File: src/rtl/wdt_pkg.sv
// Shared constants for the watchdog control block: register offsets,
// CTRL bit positions and the bus FSM state encoding.
package wdt_pkg;

   localparam logic [11:0] ADDR_CTRL   = 12'h100;
   localparam logic [11:0] ADDR_LIVE   = 12'h200;
   localparam logic [11:0] ADDR_TOCNT  = 12'h300;
   localparam logic [11:0] ADDR_STATUS = 12'h400;

   localparam int CTRL_WDEN_BIT   = 0;
   localparam int CTRL_IRQ_EN_BIT = 1;

   typedef enum logic [1:0] {
      ST_IDLE = 2'd0,
      ST_EXEC = 2'd1,
      ST_RESP = 2'd2
   } wdt_state_t;

   function automatic logic addr_aligned(input logic [11:0] addr);
      return (addr[1:0] == 2'd0);
   endfunction

endpackage

File: src/rtl/wdt_ctrl_if.sv
// Request/response register bus between a requester (master) and the
// watchdog control block (slave).
interface wdt_ctrl_if;

   logic        req_valid;
   logic        req_ready;
   logic        req_write;
   logic [11:0] req_addr;
   logic [31:0] req_wdata;
   logic        resp_valid;
   logic        resp_ready;
   logic [31:0] resp_rdata;
   logic        resp_err;

   modport master (
      output req_valid, req_write, req_addr, req_wdata, resp_ready,
      input  req_ready, resp_valid, resp_rdata, resp_err
   );

   modport slave (
      input  req_valid, req_write, req_addr, req_wdata, resp_ready,
      output req_ready, resp_valid, resp_rdata, resp_err
   );

endinterface

File: src/rtl/wdt_live_stretch.sv
// Retriggerable kick stretcher: a kick (re)loads the hold counter and the
// live output stays high while the counter is nonzero.
module wdt_live_stretch #(
   parameter int unsigned LIVE_HOLD = 4
) (
   input  logic clk,
   input  logic rst,
   input  logic kick,
   output logic live
);

   localparam logic [3:0] HOLD = LIVE_HOLD[3:0];

   logic [3:0] cnt_r;
   logic [3:0] cnt_s;
   logic       live_r;

   // Next hold count: reload on kick, otherwise count down to zero.
   always_comb begin
      cnt_s = cnt_r;
      if (kick) begin
         cnt_s = HOLD;
      end else if (cnt_r != 4'd0) begin
         cnt_s = cnt_r - 4'd1;
      end else begin
         cnt_s = 4'd0;
      end
   end

   // Counter and its registered nonzero flag.
   always_ff @(posedge clk) begin
      if (!rst) begin
         cnt_r  <= 4'd0;
         live_r <= 1'b0;
      end else begin
         cnt_r  <= cnt_s;
         live_r <= (cnt_s != 4'd0);
      end
   end

   assign live = live_r;

endmodule

File: src/rtl/wdt_ctrl.sv
// Register front-end for an external watchdog: three-state bus FSM,
// CTRL/LIVE/TOCNT/STATUS registers, TOCNT lock and timeout interrupt.
module wdt_ctrl
   import wdt_pkg::*;
#(
   parameter int unsigned LIVE_HOLD = 4,
   parameter logic [31:0] TOCNT_RST = 32'hFFFF_FFFF
) (
   input  logic        clk,
   input  logic        rst,
   wdt_ctrl_if.slave   bus,
   output logic        WDEN,
   output logic        WDLIVE,
   output logic [31:0] WTOCNT,
   input  logic        WTO,
   output logic        wto_irq
);

   wdt_state_t  state_r;
   wdt_state_t  state_s;
   logic        accept_s;
   logic        exec_s;

   logic        req_ready_r;
   logic        write_r;
   logic [11:0] addr_r;
   logic [31:0] wdata_r;

   logic        resp_valid_r;
   logic [31:0] rdata_r;
   logic        err_r;

   logic        wden_r;
   logic        irq_en_r;
   logic [31:0] wtocnt_r;
   logic        sticky_r;
   logic        irq_r;

   logic [31:0] rd_s;
   logic        err_s;
   logic        ctrl_we_s;
   logic        tocnt_we_s;
   logic        kick_s;
   logic        sticky_clr_s;

   // FSM state register.
   always_ff @(posedge clk) begin
      if (!rst) begin
         state_r <= ST_IDLE;
      end else begin
         state_r <= state_s;
      end
   end

   // FSM next state plus the accept/execute strobes.
   always_comb begin
      state_s  = state_r;
      accept_s = 1'b0;
      exec_s   = 1'b0;
      case (state_r)
         ST_IDLE: begin
            if (req_ready_r && bus.req_valid) begin
               state_s  = ST_EXEC;
               accept_s = 1'b1;
            end else begin
               state_s  = ST_IDLE;
            end
         end
         ST_EXEC: begin
            state_s = ST_RESP;
            exec_s  = 1'b1;
         end
         ST_RESP: begin
            if (bus.resp_ready) begin
               state_s = ST_IDLE;
            end else begin
               state_s = ST_RESP;
            end
         end
         default: state_s = ST_IDLE;
      endcase
   end

   // Request capture so the requester is free once accepted.
   always_ff @(posedge clk) begin
      if (!rst) begin
         write_r <= 1'b0;
         addr_r  <= 12'd0;
         wdata_r <= 32'd0;
      end else if (accept_s) begin
         write_r <= bus.req_write;
         addr_r  <= bus.req_addr;
         wdata_r <= bus.req_wdata;
      end
   end

   // Decode of the captured request; the strobes take effect only in EXEC.
   always_comb begin
      rd_s         = 32'd0;
      err_s        = 1'b0;
      ctrl_we_s    = 1'b0;
      tocnt_we_s   = 1'b0;
      kick_s       = 1'b0;
      sticky_clr_s = 1'b0;
      if (!addr_aligned(addr_r)) begin
         err_s = 1'b1;
      end else begin
         case (addr_r)
            ADDR_CTRL: begin
               if (write_r) begin
                  ctrl_we_s = 1'b1;
               end else begin
                  rd_s[CTRL_WDEN_BIT]   = wden_r;
                  rd_s[CTRL_IRQ_EN_BIT] = irq_en_r;
               end
            end
            ADDR_LIVE: begin
               if (write_r) begin
                  kick_s = wdata_r[0];
               end else begin
                  rd_s = 32'd0;
               end
            end
            ADDR_TOCNT: begin
               if (write_r) begin
                  // Threshold is locked while the watchdog runs.
                  if (wden_r) begin
                     err_s = 1'b1;
                  end else begin
                     tocnt_we_s = 1'b1;
                  end
               end else begin
                  rd_s = wtocnt_r;
               end
            end
            ADDR_STATUS: begin
               if (write_r) begin
                  sticky_clr_s = wdata_r[0];
               end else begin
                  rd_s[0] = sticky_r;
               end
            end
            default: err_s = 1'b1;
         endcase
      end
   end

   // Handshake outputs; the response is frozen until it is taken.
   always_ff @(posedge clk) begin
      if (!rst) begin
         req_ready_r  <= 1'b0;
         resp_valid_r <= 1'b0;
         rdata_r      <= 32'd0;
         err_r        <= 1'b0;
      end else begin
         req_ready_r <= (state_s == ST_IDLE);
         if (exec_s) begin
            resp_valid_r <= 1'b1;
            rdata_r      <= rd_s;
            err_r        <= err_s;
         end else if ((state_r == ST_RESP) && bus.resp_ready) begin
            resp_valid_r <= 1'b0;
            rdata_r      <= 32'd0;
            err_r        <= 1'b0;
         end
      end
   end

   // Control registers and the timeout sticky bit (a live WTO beats a clear).
   always_ff @(posedge clk) begin
      if (!rst) begin
         wden_r   <= 1'b0;
         irq_en_r <= 1'b0;
         wtocnt_r <= TOCNT_RST;
         sticky_r <= 1'b0;
         irq_r    <= 1'b0;
      end else begin
         if (exec_s && ctrl_we_s) begin
            wden_r   <= wdata_r[CTRL_WDEN_BIT];
            irq_en_r <= wdata_r[CTRL_IRQ_EN_BIT];
         end
         if (exec_s && tocnt_we_s) begin
            wtocnt_r <= wdata_r;
         end
         sticky_r <= WTO | (sticky_r & ~(exec_s & sticky_clr_s));
         irq_r    <= sticky_r & irq_en_r;
      end
   end

   wdt_live_stretch #(
      .LIVE_HOLD (LIVE_HOLD)
   ) u_live (
      .clk  (clk),
      .rst  (rst),
      .kick (exec_s & kick_s),
      .live (WDLIVE)
   );

   assign bus.req_ready  = req_ready_r;
   assign bus.resp_valid = resp_valid_r;
   assign bus.resp_rdata = rdata_r;
   assign bus.resp_err   = err_r;
   assign WDEN           = wden_r;
   assign WTOCNT         = wtocnt_r;
   assign wto_irq        = irq_r;

endmodule

File: src/flat_wrapper.sv
// flat-port wrapper written by rule: the top's interface ports become plain ports
module wdt_ctrl_flat import wdt_pkg::*;
#(
   parameter int unsigned LIVE_HOLD = 4,
   parameter logic [31:0] TOCNT_RST = 32'hFFFF_FFFF
)
  (clk, rst, WDEN, WDLIVE, WTOCNT, WTO, wto_irq, bus_req_valid, bus_req_write, bus_req_addr, bus_req_wdata, bus_resp_ready, bus_req_ready, bus_resp_valid, bus_resp_rdata, bus_resp_err);
  wdt_ctrl_if bus_i ();
  input  logic clk;
  input  logic rst;
  output logic WDEN;
  output logic WDLIVE;
  output logic [31:0] WTOCNT;
  input  logic WTO;
  output logic wto_irq;
  input wire logic [$bits(bus_i.req_valid)-1:0] bus_req_valid;
  input wire logic [$bits(bus_i.req_write)-1:0] bus_req_write;
  input wire logic [$bits(bus_i.req_addr)-1:0] bus_req_addr;
  input wire logic [$bits(bus_i.req_wdata)-1:0] bus_req_wdata;
  input wire logic [$bits(bus_i.resp_ready)-1:0] bus_resp_ready;
  output wire logic [$bits(bus_i.req_ready)-1:0] bus_req_ready;
  output wire logic [$bits(bus_i.resp_valid)-1:0] bus_resp_valid;
  output wire logic [$bits(bus_i.resp_rdata)-1:0] bus_resp_rdata;
  output wire logic [$bits(bus_i.resp_err)-1:0] bus_resp_err;
  assign bus_i.req_valid = bus_req_valid;
  assign bus_i.req_write = bus_req_write;
  assign bus_i.req_addr = bus_req_addr;
  assign bus_i.req_wdata = bus_req_wdata;
  assign bus_i.resp_ready = bus_resp_ready;
  assign bus_req_ready = bus_i.req_ready;
  assign bus_resp_valid = bus_i.resp_valid;
  assign bus_resp_rdata = bus_i.resp_rdata;
  assign bus_resp_err = bus_i.resp_err;
  wdt_ctrl #(.LIVE_HOLD(LIVE_HOLD), .TOCNT_RST(TOCNT_RST)) u_core (.clk(clk), .rst(rst), .bus(bus_i), .WDEN(WDEN), .WDLIVE(WDLIVE), .WTOCNT(WTOCNT), .WTO(WTO), .wto_irq(wto_irq));
endmodule
File: config.mk
export PLATFORM = sky130hd
export DESIGN_NAME = wdt_ctrl_flat
export DESIGN_NICKNAME = d
export VERILOG_FILES = /design/src/rtl/wdt_pkg.sv /design/src/rtl/wdt_ctrl_if.sv /design/src/rtl/wdt_live_stretch.sv /design/src/rtl/wdt_ctrl.sv /design/src/flat_wrapper.sv
export SDC_FILE = /design/constraint.sdc
export NUM_CORES = 1
export LEC_CHECK = 0
export ABC_AREA = 1
export BUFFER_PORTS_ARGS = -buffer_cell sky130_fd_sc_hd__buf_2
export CORE_ASPECT_RATIO = 1.5
export CORE_MARGIN = 3
export CORE_UTILIZATION = 55
export CTS_CLUSTER_DIAMETER = 200
export CTS_CLUSTER_SIZE = 14
export DETAILED_ROUTE_END_ITERATION = 10
export PLACE_DENSITY_LB_ADDON = 0.25
export SETUP_SLACK_MARGIN = 0.05
export SYNTH_ARGS = -nofsm -noshare
export SYNTH_HDL_FRONTEND = slang
export SYNTH_SLANG_ARGS = --single-unit
File: constraint.sdc
create_clock -name clk -period 3.8 [get_ports clk]
set_input_delay 0.76 -clock clk [delete_from_list [all_inputs] [get_ports clk]]
set_output_delay 0.76 -clock clk [all_outputs]
set_load 0.01 [all_outputs]
Word level (Yosys, flattened, before mapping)
Index checks and enable logic that the tools add are counted.
{ "totals": {"mem_count": 0, "mem_bits_rw": 0, "ff_bits": 123, "elab_cells": 75, "latchBits": 0, "rom_bits": 0, "out_inout_bits": 70, "input_bits": 50} }
{ "classes": {"muxes": 36, "shift": 0, "n_reduce_logical": 11, "eq_ne": 6, "order_cmp": 0, "n_div": 0, "n_bitwise": 6, "n_mul": 0, "n_addsub": 1} }
{ "ops": {"columns": ["operator", "count"], "rows": [
  ["$mux 32", 4],
  ["$mux 30", 1],
  ["$eq 12x10->1 const B", 2],
  ["$mux 1", 23],
  ["$eq 12x11->1 const B", 1],
  ["$eq 12x9->1 const B", 1],
  ["$mux 4", 2],
  ["$reduce_bool 4->1", 2],
  ["$logic_not 2->1", 3],
  ["$pmux 2 s3", 1],
  ["$and 1x1->1", 4],
  ["$logic_and 1x1->1", 4],
  ["$mux 2", 2],
  ["$pmux 1 s2", 2],
  ["$sub 4x1->4 const B", 1],
  ["$pmux 1 s3", 1],
  ["$reduce_or 3->1", 1],
  ["$eq 2x1->1 const B", 1],
  ["$eq 2x2->1 const B", 1],
  ["$reduce_bool 2->1", 1],
  ["$not 1->1", 1],
  ["$or 1x1->1", 1]
]} }

Longest topological paths before layout
{ "depth": {"depth_word": 7, "mapped_depth": 10, "ltp_nobuf": 9} }

Cells and area by module
Synthesis repeated with hierarchy kept, for this count alone.
{ "hier_totals": {"hier_cells": 554, "area_unflattened_um2": 4536.9} }
{ "modules_own_cells": {"columns": ["module", "cells_per_inst", "area_each_um2", "n_inst"], "rows": [
  ["wdt_ctrl", 516, 4272.8, 1],
  ["wdt_live_stretch", 38, 264.0, 1]
]} }

Least setup slack after synthesis
Ideal clock, no wire load.
{ "synth_timing": {"path_kind": "input to register", "startpoint": "input bus_resp_ready", "endpoint": "register u_core.rdata_r[1] (netlist: u_core.bus.resp_rdata[1])", "setup_ps": 128, "t_required_ps": 3672, "path_slack_ps": 2242, "arrival_ps": 1431, "cell_stages": 8, "n_path_buf": 1, "path_cell_list": "nand3_1 nand2_2 inv_1 buf_2 nand2_1 o21ai_1 a21oi_1 nor2_1"} }
{ "synth_via": {"elab_chain_cells": 2} }
{ "synth_lines": {"columns": ["item", "line_no", "rtl"], "rows": [
  ["start, declared", "flat_wrapper.sv:20", "input wire logic [$bits(bus_i.resp_ready)-1:0] bus_resp_ready;"],
  ["$logic_and 1x1->1", "wdt_ctrl.sv:161", "end else if ((state_r == ST_RESP) && bus.resp_ready) begin"],
  ["$reduce_bool 2->1 (no source line)", null, null],
  ["end signal, assigned", "wdt_ctrl.sv:159", "rdata_r <= rd_s;"],
  ["end, declared", "wdt_ctrl.sv:30", "logic [31:0] rdata_r;"]
]} }
No other way between the ends.
A chain may end at the register's enable or synchronous reset.

Worst setup path after layout
{ "layout_timing": {"startpoint": "register u_core.state_r[1]", "endpoint": "register u_core.wdata_r[3]"} }
{ "layout_via": {"elab_chain_cells": 2} }
{ "layout_lines": {"columns": ["item", "line_no", "rtl"], "rows": [
  ["start, declared", "wdt_ctrl.sv:19", "wdt_state_t state_r;"],
  ["start signal, assigned", "wdt_ctrl.sv:51", "state_r <= state_s;"],
  ["$logic_not 2->1", "wdt_ctrl.sv:60", "case (state_r)"],
  ["$mux 1", "wdt_ctrl.sv:60", null],
  ["end signal, assigned", "wdt_ctrl.sv:93", "wdata_r <= bus.req_wdata;"],
  ["end, declared", "wdt_ctrl.sv:27", "logic [31:0] wdata_r;"]
]} }
No other way between the ends.

==> results.json <==
{
  "outcome": "finished clean",
  "detailroute.wirelength.met2_um": 5553,
  "cts_made_buffers": 17,
  "met3RoutedLength_um": 691,
  "cts_root_buffer": "sky130_fd_sc_hd__clkbuf_16",
  "first_pass_grt_wire_length_um": 17950,
  "cellInternalPower_uw": 2734,
  "clk_path_buf_depth": 2,
  "area.growth.synth_to_final_pct": 26.91,
  "number_of_cells_on_the_worst_reg_to_reg_path": 5,
  "mostFrequentLayoutCell": "sky130_fd_sc_hd__nand2_1",
  "mappedNetlistArea_mm2": 0.004557,
  "comb_power_share_pct": 8.5,
  "num-nets-final": 710,
  "end_kind": "register",
  "die_height_um": 117.5,
  "postCtsResizedCells": 0,
  "grt_util_all_layers_pct": 24.24,
  "grt_max_degree": 65,
  "synth.ff_latch_count": 123,
  "via_count": 3994,
  "cp-startpoint": "u_core.state_r[1]$_SDFF_PN0_",
  "postSynthCellCount": 549,
  "total_power_uw": 3518,
  "cts_max_level": 4,
  "fin_skew_ns": 0.005768,
  "postPlaceCellArea_mm2": 0.005100,
  "io-pin-count": 120,
  "cts_hold_buffers": 0,
  "clk-insertion-delay-late_ns": 0.41,
  "number_of_pins_with_negative_max_slew_slack_in_the_final_report": 0,
  "sequentialPowerShare_pct": 39.1,
  "hold-path-cell-count": 2,
  "cp_data_arrival_time_ns": 2.39,
  "drive_above_1_share_pct": 26.49,
  "endpoint_required_time_on_the_critical_path_ns": 4.13,
  "fmax_ghz": 0.4860,
  "drt-total-wl_um": 11010,
  "path_class": "register to register",
  "antenna_cells": 0,
  "place.detailed.hpwl_um": 7057,
  "final-setup-viol-count": 0,
  "grt_overflow": 0,
  "first_iter_violations": 285,
  "period_needed_ns": 2.058,
  "number_of_warnings_printed_during_yosys_synthesis": 0,
  "crit_path_max_fanout": 46,
  "rsz0062_at_grt": "false",
  "mappedNetlistNets": 600,
  "core_mm2": 0.008058,
  "hold_ws_ns": 0.4654,
  "min-delay-start": "u_core.bus.resp_rdata[12]$_SDFFE_PN0P_",
  "power.switching_uw": 784.5,
  "floorplan.die_area_mm2": 0.009436,
  "first_global_vias": 3831,
  "cap_violations": 0,
  "finalWeightedCongestion": 0.8938,
  "worst-slew-pin-transition_ns": 1.014,
  "critPathLaunchType": "register",
  "highest_layer": "met4",
  "buffer_ports.inserted": 119,
  "p_per_area_mw_per_mm2": 608.4,
  "post_cts.repair.setup_buffers": 0,
  "chipWidth_um": 80.32,
  "max_slew_margin_pct": 32.26,
  "postLayoutCellArea_mm2": 0.005783,
  "power.clock.fraction_pct": 52.4,
  "sequential_cell_area_mm2": 0.002462,
  "r2r_setup_slack_ns": 1.74,
  "multi_input_area_mm2": 0.001697,
  "fill_count": 631,
  "antenna_found_initial": 0,
  "yosysSeqAreaShare_pct": 54.04,
  "finalSetupTns_ns": 0,
  "ant_nets": 0,
  "drt_met1_wl_um": 4525,
  "start_util_pct": 56.55,
  "cellLeakagePower_uw": 0.002571,
  "worstHoldEndpoint": "u_core.bus.resp_rdata[12]$_SDFFE_PN0P_",
  "detailedRoute.firstPassIterationCount": 7,
  "finalHoldViolations": 0,
  "most_frequent_cells_in_the_layout": "157 x sky130_fd_sc_hd__nand2_1, 123 x sky130_fd_sc_hd__dfxtp_1, 119 x sky130_fd_sc_hd__buf_2",
  "reg2reg_to": "u_core.wdata_r[3]$_SDFFE_PN0P_",
  "row_count": 40,
  "cts_sinks": 123,
  "vias_per_cell": 5.140,
  "route.detailed.wl_per_inst_um": 14.17,
  "holdCritPathClass": "register to register",
  "rr_startpoint": "u_core.state_r[1]$_SDFF_PN0_",
  "worst_setup_hold_path_clk_slew_ns": 0.06,
  "detail_route.drc_violations": 0,
  "syn_area_per_cell_um2": 8.300,
  "min_period_over_period_pct": 54.15,
  "peakVddDrop_mv": 0.3984,
  "power.switching_fraction_pct": 22.30,
  "tritoncts": "done",
  "ys_types": 26
}
## worst max-delay path by stage
stage	endpoint	slack, ns	depth (start not counted)
finish	u_core.wdata_r[3]$_SDFFE_PN0P_	1.74	5
global route	u_core.wdata_r[1]$_SDFFE_PN0P_	1.45	5
CTS	u_core.wdata_r[19]$_SDFFE_PN0P_	1.73	5
detailed placement	u_core.wdata_r[3]$_SDFFE_PN0P_	1.38	5
global placement	u_core.wdata_r[1]$_SDFFE_PN0P_	1.46	5
floorplan	u_core.bus.resp_rdata[1]$_SDFFE_PN0P_	2.24	8
## cell usage after synthesis
cell / instances / area [µm²]
sky130_fd_sc_hd__ha_1: 1 / 12.51
sky130_fd_sc_hd__nand3_1: 19 / 95.09
sky130_fd_sc_hd__inv_1: 50 / 187.7
sky130_fd_sc_hd__a21oi_1: 32 / 160.2
sky130_fd_sc_hd__inv_2: 1 / 3.750
sky130_fd_sc_hd__buf_4: 6 / 45.04
sky130_fd_sc_hd__nand2_2: 4 / 25.02
sky130_fd_sc_hd__o21ai_1: 3 / 15.01
sky130_fd_sc_hd__o211ai_1: 30 / 225.2
sky130_fd_sc_hd__dfxtp_1: 123 / 2462
sky130_fd_sc_hd__nor2_4: 6 / 67.56
sky130_fd_sc_hd__nand3b_1: 2 / 15.01
sky130_fd_sc_hd__buf_1: 1 / 3.750
sky130_fd_sc_hd__nor2_1: 17 / 63.81
sky130_fd_sc_hd__buf_6: 8 / 90.09
sky130_fd_sc_hd__nor3_1: 4 / 20.02
sky130_fd_sc_hd__nand2_1: 157 / 589.3
sky130_fd_sc_hd__a22oi_1: 1 / 7.510
sky130_fd_sc_hd__nand4_1: 2 / 12.51
sky130_fd_sc_hd__buf_2: 6 / 30.03
sky130_fd_sc_hd__clkbuf_1: 10 / 37.54
sky130_fd_sc_hd__nand3_4: 1 / 17.52
sky130_fd_sc_hd__nor2_2: 3 / 18.77
sky130_fd_sc_hd__a21oi_2: 7 / 61.31
sky130_fd_sc_hd__o211ai_2: 2 / 25.02
sky130_fd_sc_hd__o21ai_0: 53 / 265.3
## power groups by stage
stage | Sequential [µW] | Combinational [µW] | Clock (µW)
3_5_place_dp | 1400 | 292 | 0
4_1_cts | 1380 | 300 | 1860
2_1_floorplan | 1410 | 207 | 0
5_1_grt | 1380 | 341 | 1920
3_3_place_gp | 1400 | 281 | 0
6_report | 1380 | 297 | 1840
## cells by family after synthesis
group	count (synthesis)	share of synthesized area, %
adder cells (fa/ha/maj)	1	0.2745
flip-flops	123	54.04
AO/OA/AOI/OAI	128	16.67
buffers and inverters	82	8.731
AND/OR/NAND/NOR	215	20.29
## final cells by class
type | count | share of cell area [%]
Sequential cell | 123 | 42.58
Multi-Input combinational cell | 344 | 29.34
Timing Repair Buffer | 122 | 10.69
Clock buffer | 20 | 8.070
Clock inverter | 12 | 3.743
Inverter | 51 | 3.310
Tap cell | 105 | 2.272
## per-layer routing
metal,vias up,track usage [%]
met2,126,39.94
met1,1842,28.24
met3,20,7.580
met5,-,0
li1,2006,-
met4,0,11.10
## sequential cells by signal (all words and copies together) (netlist names)
name and count:
u_core.bus.resp_rdata 32, u_core.sticky_r 1, u_core.u_live.live 1, u_core.bus.req_ready 1, u_core.WTOCNT 32, u_core.state_r 2, u_core.write_r 1, u_core.addr_r 12
u_core.bus.resp_valid 1, u_core.u_live.cnt_r 4, u_core.bus.resp_err 1, u_core.wto_irq 1, u_core.wdata_r 32, u_core.WDEN 1, u_core.irq_en_r 1
## critical path, stage by stage, from the launching register on
cell,delay [ns]
sky130_fd_sc_hd__dfxtp_1,0.36
sky130_fd_sc_hd__nor2_1,0.13
sky130_fd_sc_hd__nand3_1,0.33
sky130_fd_sc_hd__nor2_4,0.89
sky130_fd_sc_hd__nand2_1,0.12
sky130_fd_sc_hd__o21ai_0,0.12
## through the flow
stage	utilization (%)	worst slack, ns	std cells
after floorplan	-	2.242	549
after global placement	63.29	1.456	745
after detailed placement	63.29	1.382	745
after CTS	71.77	1.735	777
after global routing	71.77	1.447	777
final	71.77	1.742	777
Note: power is estimated with default switching activity, not from simulation.
